===== src/rtl/writeback_v_pkg.sv =====
// rtl/writeback_v_pkg.sv - shared encodings for the writeback stage
package writeback_v_pkg;
   localparam logic [1:0] WB_ALU = 2'd0;
   localparam logic [1:0] WB_MEM = 2'd1;
   localparam logic [1:0] WB_PC4 = 2'd2;

   localparam logic [2:0] F3_LB  = 3'b000;
   localparam logic [2:0] F3_LH  = 3'b001;
   localparam logic [2:0] F3_LW  = 3'b010;
   localparam logic [2:0] F3_LBU = 3'b100;
   localparam logic [2:0] F3_LHU = 3'b101;

   typedef enum logic [1:0] {IDLE, WAIT_MEM, COMMIT} state_t;
endpackage


===== src/rtl/writeback_v_align.sv =====
// rtl/writeback_v_align.sv - load data alignment, extension and error detection
module load_align_v
   import writeback_v_pkg::*;
#(
   parameter int XLEN = 32
) (
   input  logic [XLEN-1:0] mem_rdata,
   input  logic [1:0]      offset,
   input  logic [2:0]      funct3,
   output logic [XLEN-1:0] data,
   output logic            err
);
   logic [7:0]  byte_v;
   logic [15:0] half_v;

   assign byte_v = mem_rdata[8*offset +: 8];
   assign half_v = offset[1] ? mem_rdata[31:16] : mem_rdata[15:0];

   always_comb begin
      data = '0;
      err  = 1'b0;
      case (funct3)
         F3_LB:  data = {{(XLEN-8){byte_v[7]}}, byte_v};
         F3_LBU: data = {{(XLEN-8){1'b0}}, byte_v};
         F3_LH: begin
            data = {{(XLEN-16){half_v[15]}}, half_v};
            err  = offset[0];
         end
         F3_LHU: begin
            data = {{(XLEN-16){1'b0}}, half_v};
            err  = offset[0];
         end
         F3_LW: begin
            data = mem_rdata;
            err  = (offset != 2'd0);
         end
         default: err = 1'b1;
      endcase
   end
endmodule


===== src/rtl/writeback_v.sv =====
// rtl/writeback_v.sv - writeback stage: register-file writer and retire counter
module writeback_v
   import writeback_v_pkg::*;
#(
   parameter int XLEN  = 32,
   parameter int CNT_W = 64
) (
   input  logic             clk,
   input  logic             reset,
   input  logic             in_valid,
   output logic             in_ready,
   input  logic [4:0]       in_rd,
   input  logic             in_regWrite,
   input  logic [1:0]       in_wbSel,
   input  logic [2:0]       in_funct3,
   input  logic [XLEN-1:0]  in_aluResult,
   input  logic [XLEN-1:0]  in_pc4,
   input  logic             mem_rvalid,
   input  logic [XLEN-1:0]  mem_rdata,
   output logic             isWrite,
   output logic [4:0]       rd,
   output logic [XLEN-1:0]  writeData,
   output logic             load_err,
   output logic [CNT_W-1:0] instret
);
   state_t          state, next_state;
   logic            accept, accept_load, load_done;
   logic [4:0]      rd_q;
   logic            reg_write_q;
   logic [2:0]      funct3_q;
   logic [1:0]      offset_q;
   logic [XLEN-1:0] aligned, direct_data;
   logic            align_err;

   load_align_v #(.XLEN(XLEN)) u_align (
      .mem_rdata (mem_rdata),
      .offset    (offset_q),
      .funct3    (funct3_q),
      .data      (aligned),
      .err       (align_err)
   );

   assign in_ready    = (state != WAIT_MEM);
   assign accept      = in_valid & in_ready;
   assign accept_load = accept & (in_wbSel == WB_MEM);
   assign load_done   = (state == WAIT_MEM) & mem_rvalid;
   assign direct_data = (in_wbSel == WB_PC4) ? in_pc4 : in_aluResult;

   always_comb begin
      next_state = state;
      case (state)
         IDLE, COMMIT: begin
            if (accept_load)  next_state = WAIT_MEM;
            else if (accept)  next_state = COMMIT;
            else              next_state = IDLE;
         end
         WAIT_MEM: if (mem_rvalid) next_state = COMMIT;
         default:  next_state = IDLE;
      endcase
   end

   // Outputs are registered on entry to COMMIT, so they hold for exactly that one cycle.
   always_ff @(posedge clk) begin
      if (reset) begin
         state       <= IDLE;
         isWrite     <= 1'b0;
         rd          <= '0;
         writeData   <= '0;
         load_err    <= 1'b0;
         instret     <= '0;
         rd_q        <= '0;
         reg_write_q <= 1'b0;
         funct3_q    <= '0;
         offset_q    <= '0;
      end else begin
         state    <= next_state;
         isWrite  <= 1'b0;
         load_err <= 1'b0;
         if (state == COMMIT)
            instret <= instret + {{(CNT_W-1){1'b0}}, 1'b1};
         if (accept) begin
            rd_q        <= in_rd;
            reg_write_q <= in_regWrite;
            funct3_q    <= in_funct3;
            offset_q    <= in_aluResult[1:0];
            if (!accept_load) begin
               rd        <= in_rd;
               writeData <= direct_data;
               isWrite   <= in_regWrite & (in_rd != 5'd0);
            end
         end
         if (load_done) begin
            rd        <= rd_q;
            writeData <= aligned;
            isWrite   <= reg_write_q & (rd_q != 5'd0) & ~align_err;
            load_err  <= align_err;
         end
      end
   end
endmodule


===== config.mk =====
export PLATFORM = sky130hd
export DESIGN_NAME = writeback_v
export DESIGN_NICKNAME = d
export VERILOG_FILES = /design/src/rtl/writeback_v_pkg.sv /design/src/rtl/writeback_v_align.sv /design/src/rtl/writeback_v.sv
export SDC_FILE = /design/constraint.sdc
export NUM_CORES = 1
export LEC_CHECK = 0
export CAP_MARGIN = 10
export CORE_ASPECT_RATIO = 1.25
export CORE_MARGIN = 2
export CORE_UTILIZATION = 28
export DETAILED_ROUTE_END_ITERATION = 12
export GPL_TIMING_DRIVEN = 0
export HOLD_SLACK_MARGIN = 0.02
export MAX_ROUTING_LAYER = met4
export SLEW_MARGIN = 20
export SYNTH_ARGS = -nofsm -noshare
export SYNTH_HDL_FRONTEND = slang
export SYNTH_HIERARCHICAL = 1
export SYNTH_SLANG_ARGS = --single-unit

===== constraint.sdc =====
create_clock -name clk -period 4.6 [get_ports clk]
set_clock_uncertainty 0.2 [all_clocks]
set_input_delay 0.69 -clock clk [delete_from_list [all_inputs] [get_ports clk]]
set_output_delay 0.69 -clock clk [all_outputs]
set_load 0.005 [all_outputs]

### Yosys cells after proc, flatten, opt, wreduce, memory -nomap -nowiden

Index checks and enable logic that the tools add are counted.

* bits in registers: 116
* input port bits: 111
* output and inout port bits: 104
* word-level logic and storage cells: 59

* add/sub/neg operators: 1
* equal/unequal tests: 11
* shift-type cells: 1
* multiplexer cells: 17
* bitwise logic cells: 8
* reduce and logical (&&, ||, !) cells: 11

Operators with widths (number)
* case mux 32 bit (5 select lines): 1
* 2-to-1 mux 32 bit: 4
* adder 64 x 1 -> 64 bit (second input constant): 1
* variable part select 32 x 6 -> 8 bit: 1
* 2-to-1 mux 16 bit: 1
* 2-to-1 mux 5 bit: 3
* nonzero test 5 bit: 2
* OR reduction 2 bit: 4
* bitwise AND 1 bit: 6
* == test 3 bit (second input constant): 2
* 2-to-1 mux 2 bit: 3
* == test 2 x 1 -> 1 bit (second input constant): 2
* == test 2 bit (second input constant): 2
* inequality test 2 x 1 -> 1 bit (second input constant): 2
* case mux 2 bit (2 select lines): 1
* nonzero test 2 bit: 2
* == test 3 x 1 -> 1 bit (second input constant): 1
* == test 3 x 2 -> 1 bit (second input constant): 1
* logical NOT 3 bit: 1
* 2-to-1 mux 1 bit: 3
* case mux 1 bit (3 select lines): 1
* logical NOT 2 bit: 1
* inequality test 2 bit (second input constant): 1
* NOT 1 bit: 2
* AND reduction 2 bit: 1

### Logic depth before layout (Yosys ltp)

Gate-level depths: netlist of run 1.

* depth in word-level cells: 6
* gate-level depth with buffers: 9
* gate-level depth less buffers: 7

### Modules after synthesis

Netlist of run 1, hierarchy kept.

By module, submodules not included
* writeback_v: instances 1, cells an instance 704, area an instance 5624.1 µm², sequential area each 2322.2 µm²
* load_align_v: instances 1, cells an instance 99, area an instance 730.7 µm², sequential area each 0.0 µm²

### Worst setup path after synthesis of run 1

OpenSTA, ideal clock, no wires.

* kind: register -> register
* from: register instret[2]
* to: register instret[51]
* setup time: 0.070 ns
* data arrival time: 2.314 ns
* required time: 4.330 ns
* setup slack: 2.015 ns
* cell stages (with the launch flop): 8
* path buffers: 2
* period minus slack after synthesis: 2.585 ns
* path through: dfxtp_1 nand4_2 or4_1 buf_2 or3_1 clkbuf_2 or4_1 a21oi_1

* word-level cells in the longest chain between the ends: 1

RTL lines
* start, declared: line writeback_v.sv:24 `output logic [CNT_W-1:0] instret`
* start signal, assigned: line writeback_v.sv:80 `instret <= instret + {{(CNT_W-1){1'b0}}, 1'b1};`
* adder 64 x 1 -> 64 bit: line writeback_v.sv:80

Every way passes these cells.
A chain may end at the register's enable or synchronous reset.

### Worst setup path in the final report of run 1

* from: input port mem_rvalid
* to: register rd[4]

* word-level cells in the longest chain between the ends: 3
* elaborated cells on any way between the ends: 5
* those cells by class: eq/ne: 1; mux: 1; bitwise: 1; reduce/logical: 2

RTL lines
* start, declared: line writeback_v.sv:18 `input logic mem_rvalid,`
* bitwise AND 1 bit (*): line writeback_v.sv:46 `assign load_done = (state == WAIT_MEM) & mem_rvalid;`
* inequality test 2 x 1 -> 1 bit (no source line) / nonzero test 2 bit (equally long branches)
* AND reduction 2 bit (no source line)
* end signal, assigned: line writeback_v.sv:87 `rd <= in_rd;`
* end signal, assigned: line writeback_v.sv:93 `rd <= rd_q;`
* end, declared: line writeback_v.sv:21 `output logic [4:0] rd,`

Every way passes the cells marked *; elsewhere a longest branch is shown, timed or not.

==> results.py, run 1 <==
metrics = {
    "die": {
        "core_um2": 22300,
        "start_util_pct": 28.5,
        "rows": 61,
        "dieHeight_um": 172,
        "io_pins": 215,
        "die_area_um2": 23900,
        "die_x_um": 139,
    },
    "finish": {
        "multiInputGateArea_um2": 3760,
        "syn2layout_area_growth_pct": 48.9,
        "fillers": 2306,
        "layout.cells.non_filler": 1330,
        "nets": 1147,
        "regArea_um2": 2320,
        "drive_gt1_share_pct": 5.06,
        "antenna_cells": 0,
    },
    "power_and_ir_drop": {
        "ir_worst_vdd_mv": 0.241,
        "power_density_nw_per_um2": 305,
        "leakage_nw": 3.23,
    },
    "yosys": {
        "synth-seq-area-share_pct": 36.5,
        "yosys_warnings": 6,
        "synth-main-ff-cell": "dfxtp_1",
        "syn-instance-count": 803,
        "syn_nets": 915,
        "async_flop_share_pct": 0,
        "ys_seq_elements": 116,
        "synth_area_per_cell_um2": 7.91,
        "synth_area_um2": 6350,
        "synth_enable_flop_cells": 0,
        "synth.distinct_cells": 52,
    },
    "outcome": {
        "outcome": "completed",
    },
    "timing": {
        "maxSlewHeadroom_pct": 28.6,
        "fin_crit_sh_pct": 71.7,
        "hold_violations": 0,
        "finalMaxSlewViolations": 0,
        "period_needed_ns": 3.30,
        "tns_ns": 0,
        "rsz0062_at_grt": "false",
        "tightestPinTransition_ns": 1.06,
        "fmax_mhz": 303,
        "report.final.setup_viol": 0,
    },
    "cts": {
        "cts_tree": "done",
        "h-tree-depth": 4,
        "postCtsSetupBuffers": 0,
        "cts.sinks": 116,
        "cts_root_buffer": "clkbuf_16",
        "clk_pin_slew_ns": 0.05,
        "clk_latency_ns": 0.41,
        "ctsResizeCount": 0,
        "cts_hold_buf": 0,
        "cts.path.max_buffers": 2,
        "cts_buffers": 17,
    },
    "global_route": {
        "first_global_vias": 6800,
        "overflow": 0,
        "grt_use_total_pct": 20.4,
        "grt_max_degree": 17,
        "grt_pass1_wl_mm": 37.0,
        "antenna_found_initial": 0,
    },
    "placed_design": {
        "place_inst": 1299,
        "dp_hpwl_mm": 18.7,
        "port_buffers": 213,
        "place.gp.congestion": 0.902,
    },
    "setup_path": {
        "critPathCaptureType": "flip-flop",
        "crit_type": "primary input to flip-flop",
        "critPathMaxStageDelay_ns": 0.50,
        "cp.required_ns": 4.69,
        "startpoint_type": "primary input",
        "cp_slowest_cell": "clkbuf_1",
        "cp_max_fo": 10,
        "crit_chain": "clkdlybuf4s50_1 > and3b_1 > buf_1 > a31oi_1 > clkbuf_1 > buf_1 > a21oi_1 > a21oi_1 > nor2_1",
        "rr_endpoint": "instret[50]",
        "r2r.worst_path.cells": 7,
        "r2r_slack_ns": 1.48,
        "arrival_ns": 3.38,
        "timing.rr.start": "instret[0]",
    },
    "drt": {
        "wl_per_cell_um": 18.0,
        "num_vias": 6934,
        "wl_mm": 23.9,
        "vias_per_cell": 5.21,
        "drtIter0Drc": 445,
        "firstDrtPassIters": 5,
        "ant_nets": 0,
        "drc_errors": 0,
    },
    "hold_path": {
        "hold_class": "flip-flop to flip-flop",
        "min_path_cells": 2,
        "hold_path_end": "funct3_q[0]",
        "hp-start": "funct3_q[0]",
    },
    "run": {
        "max_cap_violations": 0,
    },
}
flip-flops by register name, summed over array words and instances (netlist names):
name	count
instret	64
writeData	32
reg_write_q	1
rd_q	5
funct3_q	3
offset_q	2
load_err	1
state	2
isWrite	1
rd	5
routing by layer:
metal / vias to the layer above / part of all wire (%) / GRT usage [%]
met3: 39 / 6.6 / 5.12
met1: 3233 / 39 / 21.4
li1: 3387 / - / -
met4: 0 / 3.0 / 8.39
met2: 275 / 52 / 36.8
met5: - / 0 / -
where the power goes:
group	switching (mW)	internal [mW]
clock network	0.488	0.920
registers	0.0203	1.04
logic	0.197	0.220
worst max path at each step:
| stage | depth (start not counted) | to | slack, ns | from |
|---|---|---|---|---|
| 2_1_floorplan | 7 | instret[51] | 2.02 | instret[2] |
| 3_3_place_gp | 9 | rd[4] | 0.85 | mem_rvalid |
| 3_5_place_dp | 9 | rd[4] | 0.85 | mem_rvalid |
| 4_1_cts | 9 | rd[4] | 1.28 | mem_rvalid |
| 5_1_grt | 9 | rd[4] | 1.13 | mem_rvalid |
| 6_report | 9 | rd[4] | 1.30 | mem_rvalid |
synthesized netlist by cell type (all sizes together) (11+ instances only):
cell      n  area (um2)
nand4    35         225
nor4     16         106
nor2b    11        68.8
xnor2    18         158
clkbuf   46         174
or3      21         131
a21oi    78         390
o21ai    22         110
nand3    31         155
nor2    123         462
dfxtp   116        2320
buf      13        71.3
a211oi   49         368
mux2i    40         400
and3     11        68.8
nand2    65         244
xor2     21         184
cell usage in the layout, fill, tap and decap left out, types with 10 or more instances in the layout:
cell type	count
or3_1	21
clkbuf_16	17
a211oi_1	49
nand4_1	34
a21oi_1	78
xnor2_1	18
nor4_1	15
xor2_1	21
nand2_1	65
and3_1	11
nor3_1	10
clkdlybuf4s50_1	213
nand3_1	31
nor2b_1	11
dfxtp_1	116
clkbuf_1	46
nor2_1	123
mux2i_1	40
o21ai_0	22
logic make-up after synthesis:
| kind of cell | after synthesis | synth area share (%) |
|---|---|---|
| AO/OA/AOI/OAI | 174 | 17.2 |
| AND/OR/NAND/NOR | 364 | 29.2 |
| buffers and inverters | 65 | 4.21 |
| adder cells (fa/ha/maj) | 1 | 0.197 |
| flip-flops | 116 | 36.5 |
| multiplexers | 44 | 7.25 |
| XOR/XNOR | 39 | 5.38 |
metrics by stage:
| step | hold slack, ns | power [mW] | utilization [%] | area (um2) | setup WS (ns) |
|---|---|---|---|---|---|
| final | 0.260 | 2.88 | 42.5 | 9460 | 1.30 |
| after global routing | 0.276 | 3.00 | 42.5 | 9460 | 1.13 |
| after CTS | 0.262 | 2.92 | 42.5 | 9460 | 1.28 |
| after detailed placement | 0.251 | 1.50 | 39.7 | 8840 | 0.850 |
| after global placement | 0.240 | 1.49 | 39.7 | 8840 | 0.849 |
| after floorplan | 0.232 | 1.27 | - | 6350 | 2.02 |
critical path: cells and delay by family:
kind / cells / cell delay [ns]
AO/OA/AOI/OAI: 3 / 0.82
buffers and inverters: 4 / 1.62
AND/OR/NAND/NOR: 2 / 0.24
area by class of cell:
class	count	area share (%)
multi-input combinational	622	39.8
sequential	116	24.5
timing repair buffer	213	22.5
clock buffer	23	5.26
tap	283	3.74
buffer	59	2.59
clock inverter	8	1.30
inverter	6	0.238
Note: power is estimated with default switching activity, not from simulation.
==> run 2: changes to the inputs <==
Clock period 4.6 ns to 3.25 ns, I/O delays scaled along.
==> results.py, run 2 (same netlist as run 1, synthesis figures left out) <==
metrics = {
    "timing": {
        "report.final.setup_viol": 0,
        "hold_violations": 0,
        "fmax_mhz": 340,
        "fin_crit_sh_pct": 90.4,
        "tightestPinTransition_ns": 0.898,
        "maxSlewHeadroom_pct": 40.1,
        "finalMaxSlewViolations": 0,
        "worst_slack_ns": 0.311,
        "period_needed_ns": 2.94,
        "rsz0062_at_grt": "false",
    },
    "global_route": {
        "grt_pass1_wl_mm": 37.0,
        "grt_use_total_pct": 20.4,
        "grt_max_degree": 17,
        "overflow": 0,
        "first_global_vias": 6800,
        "antenna_found_initial": 0,
    },
    "drt": {
        "wl_per_cell_um": 18.0,
        "wl_met1_mm": 9.30,
        "drtIter0Drc": 455,
        "dr_wl_met2_mm": 12.3,
        "wl_mm": 24.0,
        "drc_errors": 0,
        "vias_per_cell": 5.25,
        "firstDrtPassIters": 5,
        "ant_nets": 0,
        "routed.top_layer": "met4",
        "num_vias": 6979,
        "wl_met3_mm": 1.63,
    },
    "power_and_ir_drop": {
        "power_mw": 4.08,
        "clkPwrFrac_pct": 48.9,
        "leakage_nw": 3.25,
        "p_sw_mw": 1.00,
        "p_comb_share_pct": 14.5,
        "p_int_mw": 3.08,
        "p_sw_share_pct": 24.6,
        "power_density_nw_per_um2": 431,
        "ir_worst_vdd_mv": 0.346,
        "power_frac_seq_pct": 36.6,
    },
    "run": {
        "max_cap_violations": 0,
    },
    "cts": {
        "cts.sinks": 116,
        "postCtsSetupBuffers": 0,
        "clk_latency_ns": 0.42,
        "cts_tree": "done",
        "cts.path.max_buffers": 2,
        "cts_root_buffer": "clkbuf_16",
        "h-tree-depth": 4,
        "cts_hold_buf": 0,
        "clk_pin_slew_ns": 0.05,
        "cts_buffers": 17,
    },
    "hold_path": {
        "hold_class": "flip-flop to flip-flop",
    },
    "setup_path": {
        "arrival_ns": 3.08,
        "startpoint_type": "flip-flop",
        "critPathCaptureType": "flip-flop",
        "cp.required_ns": 3.39,
        "cp_max_fo": 9,
        "crit_type": "flip-flop to flip-flop",
    },
    "die": {
        "io_pins": 215,
        "die_x_um": 139,
        "rows": 61,
        "dieHeight_um": 172,
        "core_um2": 22300,
        "die_area_um2": 23900,
        "start_util_pct": 28.5,
    },
    "finish": {
        "largest_register_ff_count": 64,
        "nets": 1147,
        "final_common_cell": "clkdlybuf4s50_1",
        "post-route-util_pct": 42.5,
        "top_regs": "instret (64), writeData (32)",
        "syn2layout_area_growth_pct": 49.1,
        "layout_common_cells": "213 x clkdlybuf4s50_1, 123 x nor2_1, 116 x dfxtp_1",
        "stdcell_area_um2": 9480,
        "layout.cells.non_filler": 1330,
        "antenna_cells": 0,
        "regMostFlops": "instret",
        "drive_gt1_share_pct": 5.25,
    },
    "placed_design": {
        "place.gp.congestion": 0.902,
        "port_buffers": 213,
        "place_inst": 1299,
        "pre_cts_ws_ns": -0.297,
        "dp_hpwl_mm": 18.7,
        "postPlaceCellArea_um2": 8840,
    },
    "outcome": {
        "outcome": "completed",
    },
}
==> run 2: cell types whose count changed in the layout (fill, tap and decap cells not counted), sizes merged <==
cell / delta
clkbuf: +1
buf: -1
==> run 2: final cells by class <==
class	count	area [um2]
clock buffer	23	498
tap	283	354
buffer	59	246
fill	2304	12800
clock inverter	8	123
sequential	116	2320
multi-input combinational	622	3780
timing repair buffer	213	2130
inverter	6	22.5
==> run 2: layer usage <==
layer  up-vias  global-route usage [%]
met5         -                       -
met4         0                    8.39
met3        40                    5.12
met2       289                    36.8
met1      3258                    21.4
li1       3392                       -
==> run 2: worst max-delay path: stages (launching register included) <==
cell	delay, ns
dfxtp_1	0.37
and4b_1	0.26
clkbuf_1	0.32
nand4_1	0.45
or3_1	0.46
clkbuf_2	0.18
or4_1	0.48
a21oi_1	0.15
==> run 2: power by group through the flow <==
stage / sequential [mW] / clock [mW] / combinational (mW)
after floorplan: 1.52 / 0 / 0.275
after global placement: 1.52 / 0 / 0.589
after detailed placement: 1.53 / 0 / 0.591
after CTS: 1.50 / 2.04 / 0.594
after global routing: 1.50 / 2.10 / 0.643
final: 1.50 / 2.00 / 0.591
==> run 2: worst paths after layout <==
path	startpoint	to	cells after the start	slack [ns]
setup reg to reg	state[0]	instret[51]	7	0.31
hold / removal	funct3_q[0]	funct3_q[0]	2	0.26
hold reg to reg	funct3_q[0]	funct3_q[0]	2	0.26
setup / recovery	state[0]	instret[51]	7	0.31
==> run 2: repair_timing <==
item / 4_1_cts / 5_1_grt
endpoints found under the setup margin: 0 / 5
hold endpoints to repair: 0 / 0
gates resized for setup: 0 / 3
==> run 2: stage by stage <==
| step | hold WS (ns) | TNS (ns) |
|---|---|---|
| 6_report | 0.257 | 0 |
| 5_1_grt | 0.276 | 0 |
| 4_1_cts | 0.262 | 0 |
| 3_5_place_dp | 0.251 | -1.93 |
| 3_3_place_gp | 0.240 | -1.84 |
| 2_1_floorplan | 0.232 | 0 |
==> run 3: changes to the inputs <==
Settings changed: CTS_BUF_LIST set to sky130_fd_sc_hd__clkbuf_8.
==> results.py, run 3 (same netlist as run 1, synthesis figures left out) <==
metrics = {
    "drt": {
        "drtIter0Drc": 399,
        "num_vias": 6957,
        "wl_per_cell_um": 17.9,
        "firstDrtPassIters": 8,
        "ant_nets": 0,
        "drc_errors": 0,
        "vias_per_cell": 5.23,
        "wl_mm": 23.9,
    },
    "cts": {
        "cts_buffers": 17,
        "h-tree-depth": 4,
        "cts_tree": "done",
        "cts.path.max_buffers": 2,
        "cts_root_buffer": "clkbuf_8",
        "clk_pin_slew_ns": 0.07,
        "cts.sinks": 116,
        "clk_latency_ns": 0.44,
    },
    "finish": {
        "fillers": 2338,
        "multiInputGateArea_um2": 3780,
        "final_common_cell": "clkdlybuf4s50_1",
        "syn2layout_area_growth_pct": 46.1,
        "nets": 1147,
        "antenna_cells": 0,
        "regMostFlops": "instret",
        "largest_register_ff_count": 64,
        "top_regs": "instret (64), writeData (32)",
        "layout.cells.non_filler": 1330,
        "regArea_um2": 2320,
        "drive_gt1_share_pct": 5.16,
        "stdcell_area_um2": 9290,
        "layout_common_cells": "213 x clkdlybuf4s50_1, 123 x nor2_1, 116 x dfxtp_1",
        "post-route-util_pct": 41.7,
    },
    "die": {
        "die_area_um2": 23900,
        "die_x_um": 139,
        "dieHeight_um": 172,
        "rows": 61,
        "start_util_pct": 28.5,
        "core_um2": 22300,
        "io_pins": 215,
    },
    "timing": {
        "worst_slack_ns": 0.178,
        "rsz0062_at_grt": "false",
        "fmax_mhz": 326,
        "tightestPinTransition_ns": 0.903,
        "tns_ns": 0,
        "report.final.setup_viol": 0,
        "finalMaxSlewViolations": 0,
        "hold_violations": 0,
        "fin_crit_sh_pct": 94.5,
        "period_needed_ns": 3.07,
        "maxSlewHeadroom_pct": 39.8,
        "worst_hold_slack_ns": 0.261,
    },
    "run": {
        "max_cap_violations": 0,
    },
    "setup_path": {
        "crit_type": "primary input to flip-flop",
        "startpoint_type": "primary input",
        "r2r.worst_path.cells": 8,
        "arrival_ns": 3.19,
        "startpoint": "mem_rvalid",
        "critPathCaptureType": "flip-flop",
        "r2r_slack_ns": 0.23,
        "cp_max_fo": 10,
        "timing.rr.start": "state[1]",
        "cp.required_ns": 3.37,
    },
    "power_and_ir_drop": {
        "leakage_nw": 3.16,
        "power_density_nw_per_um2": 384,
        "ir_worst_vdd_mv": 0.217,
        "power_mw": 3.56,
    },
    "global_route": {
        "grt_pass1_wl_mm": 36.9,
        "first_global_vias": 6798,
        "grt_use_total_pct": 20.3,
        "grt_max_degree": 17,
        "antenna_found_initial": 0,
        "overflow": 0,
    },
    "hold_path": {
        "hp-start": "funct3_q[0]",
        "hold_class": "flip-flop to flip-flop",
        "min_path_cells": 2,
    },
    "placed_design": {
        "place.gp.congestion": 0.902,
        "pre_cts_ws_ns": -0.297,
        "postPlaceCellArea_um2": 8840,
        "place_inst": 1299,
        "port_buffers": 213,
        "dp_hpwl_mm": 18.7,
    },
    "outcome": {
        "outcome": "completed",
    },
}
==> run 3: changes by cell type in the layout (fill, tap and decap cells not counted) <==
cell       before  now
clkbuf_1       46   45
buf_1           3    4
clkbuf_2        2    1
clkbuf_8        5   22
inv_1           6    7
clkbuf_16      17    0
==> run 3: path summary, 6_finish.rpt <==
check | to
worst max register to register | rd[4]
worst min register to register | funct3_q[0]
worst min-delay path | funct3_q[0]
worst max-delay path | rd[4]
==> run 3: what timing repair did <==
item | CTS | global route
endpoints found under the setup margin | 0 | 5
gates resized for setup | 0 | 2
hold buffers | 0 | 0
setup buffers | 0 | 0
==> run 3: area by class of cell <==
class / count / area share, %
clock inverter: 9 / 1.36
multi-input combinational: 622 / 40.7
tap: 283 / 3.81
buffer: 59 / 2.64
clock buffer: 22 / 3.26
inverter: 6 / 0.243
sequential: 116 / 25.0
timing repair buffer: 213 / 23.0
==> run 3: where the power goes <==
| part | leakage [nW] | internal [mW] | total (mW) | switching, mW |
|---|---|---|---|---|
| clock network | 0.214 | 0.852 | 1.48 | 0.626 |
| logic | 2.00 | 0.312 | 0.590 | 0.278 |
| registers | 0.943 | 1.47 | 1.49 | 0.0287 |
| total | 3.16 | 2.63 | 3.56 | 0.933 |
==> run 3: worst max-delay path, stage by stage <==
cell             delay, ns
clkdlybuf4s50_1       0.44
and3b_1               0.19
buf_1                 0.19
a31oi_1               0.44
clkbuf_1              0.50
buf_1                 0.50
a21oi_1               0.22
a21oi_1               0.16
nor2_1                0.05
==> run 3: routing by layer <==
layer / GRT usage (%) / wire (um)
met1: 21.3 / 9190
met2: 36.9 / 12300
met3: 5.18 / 1620
met4: 8.26 / 742
met5: - / 0
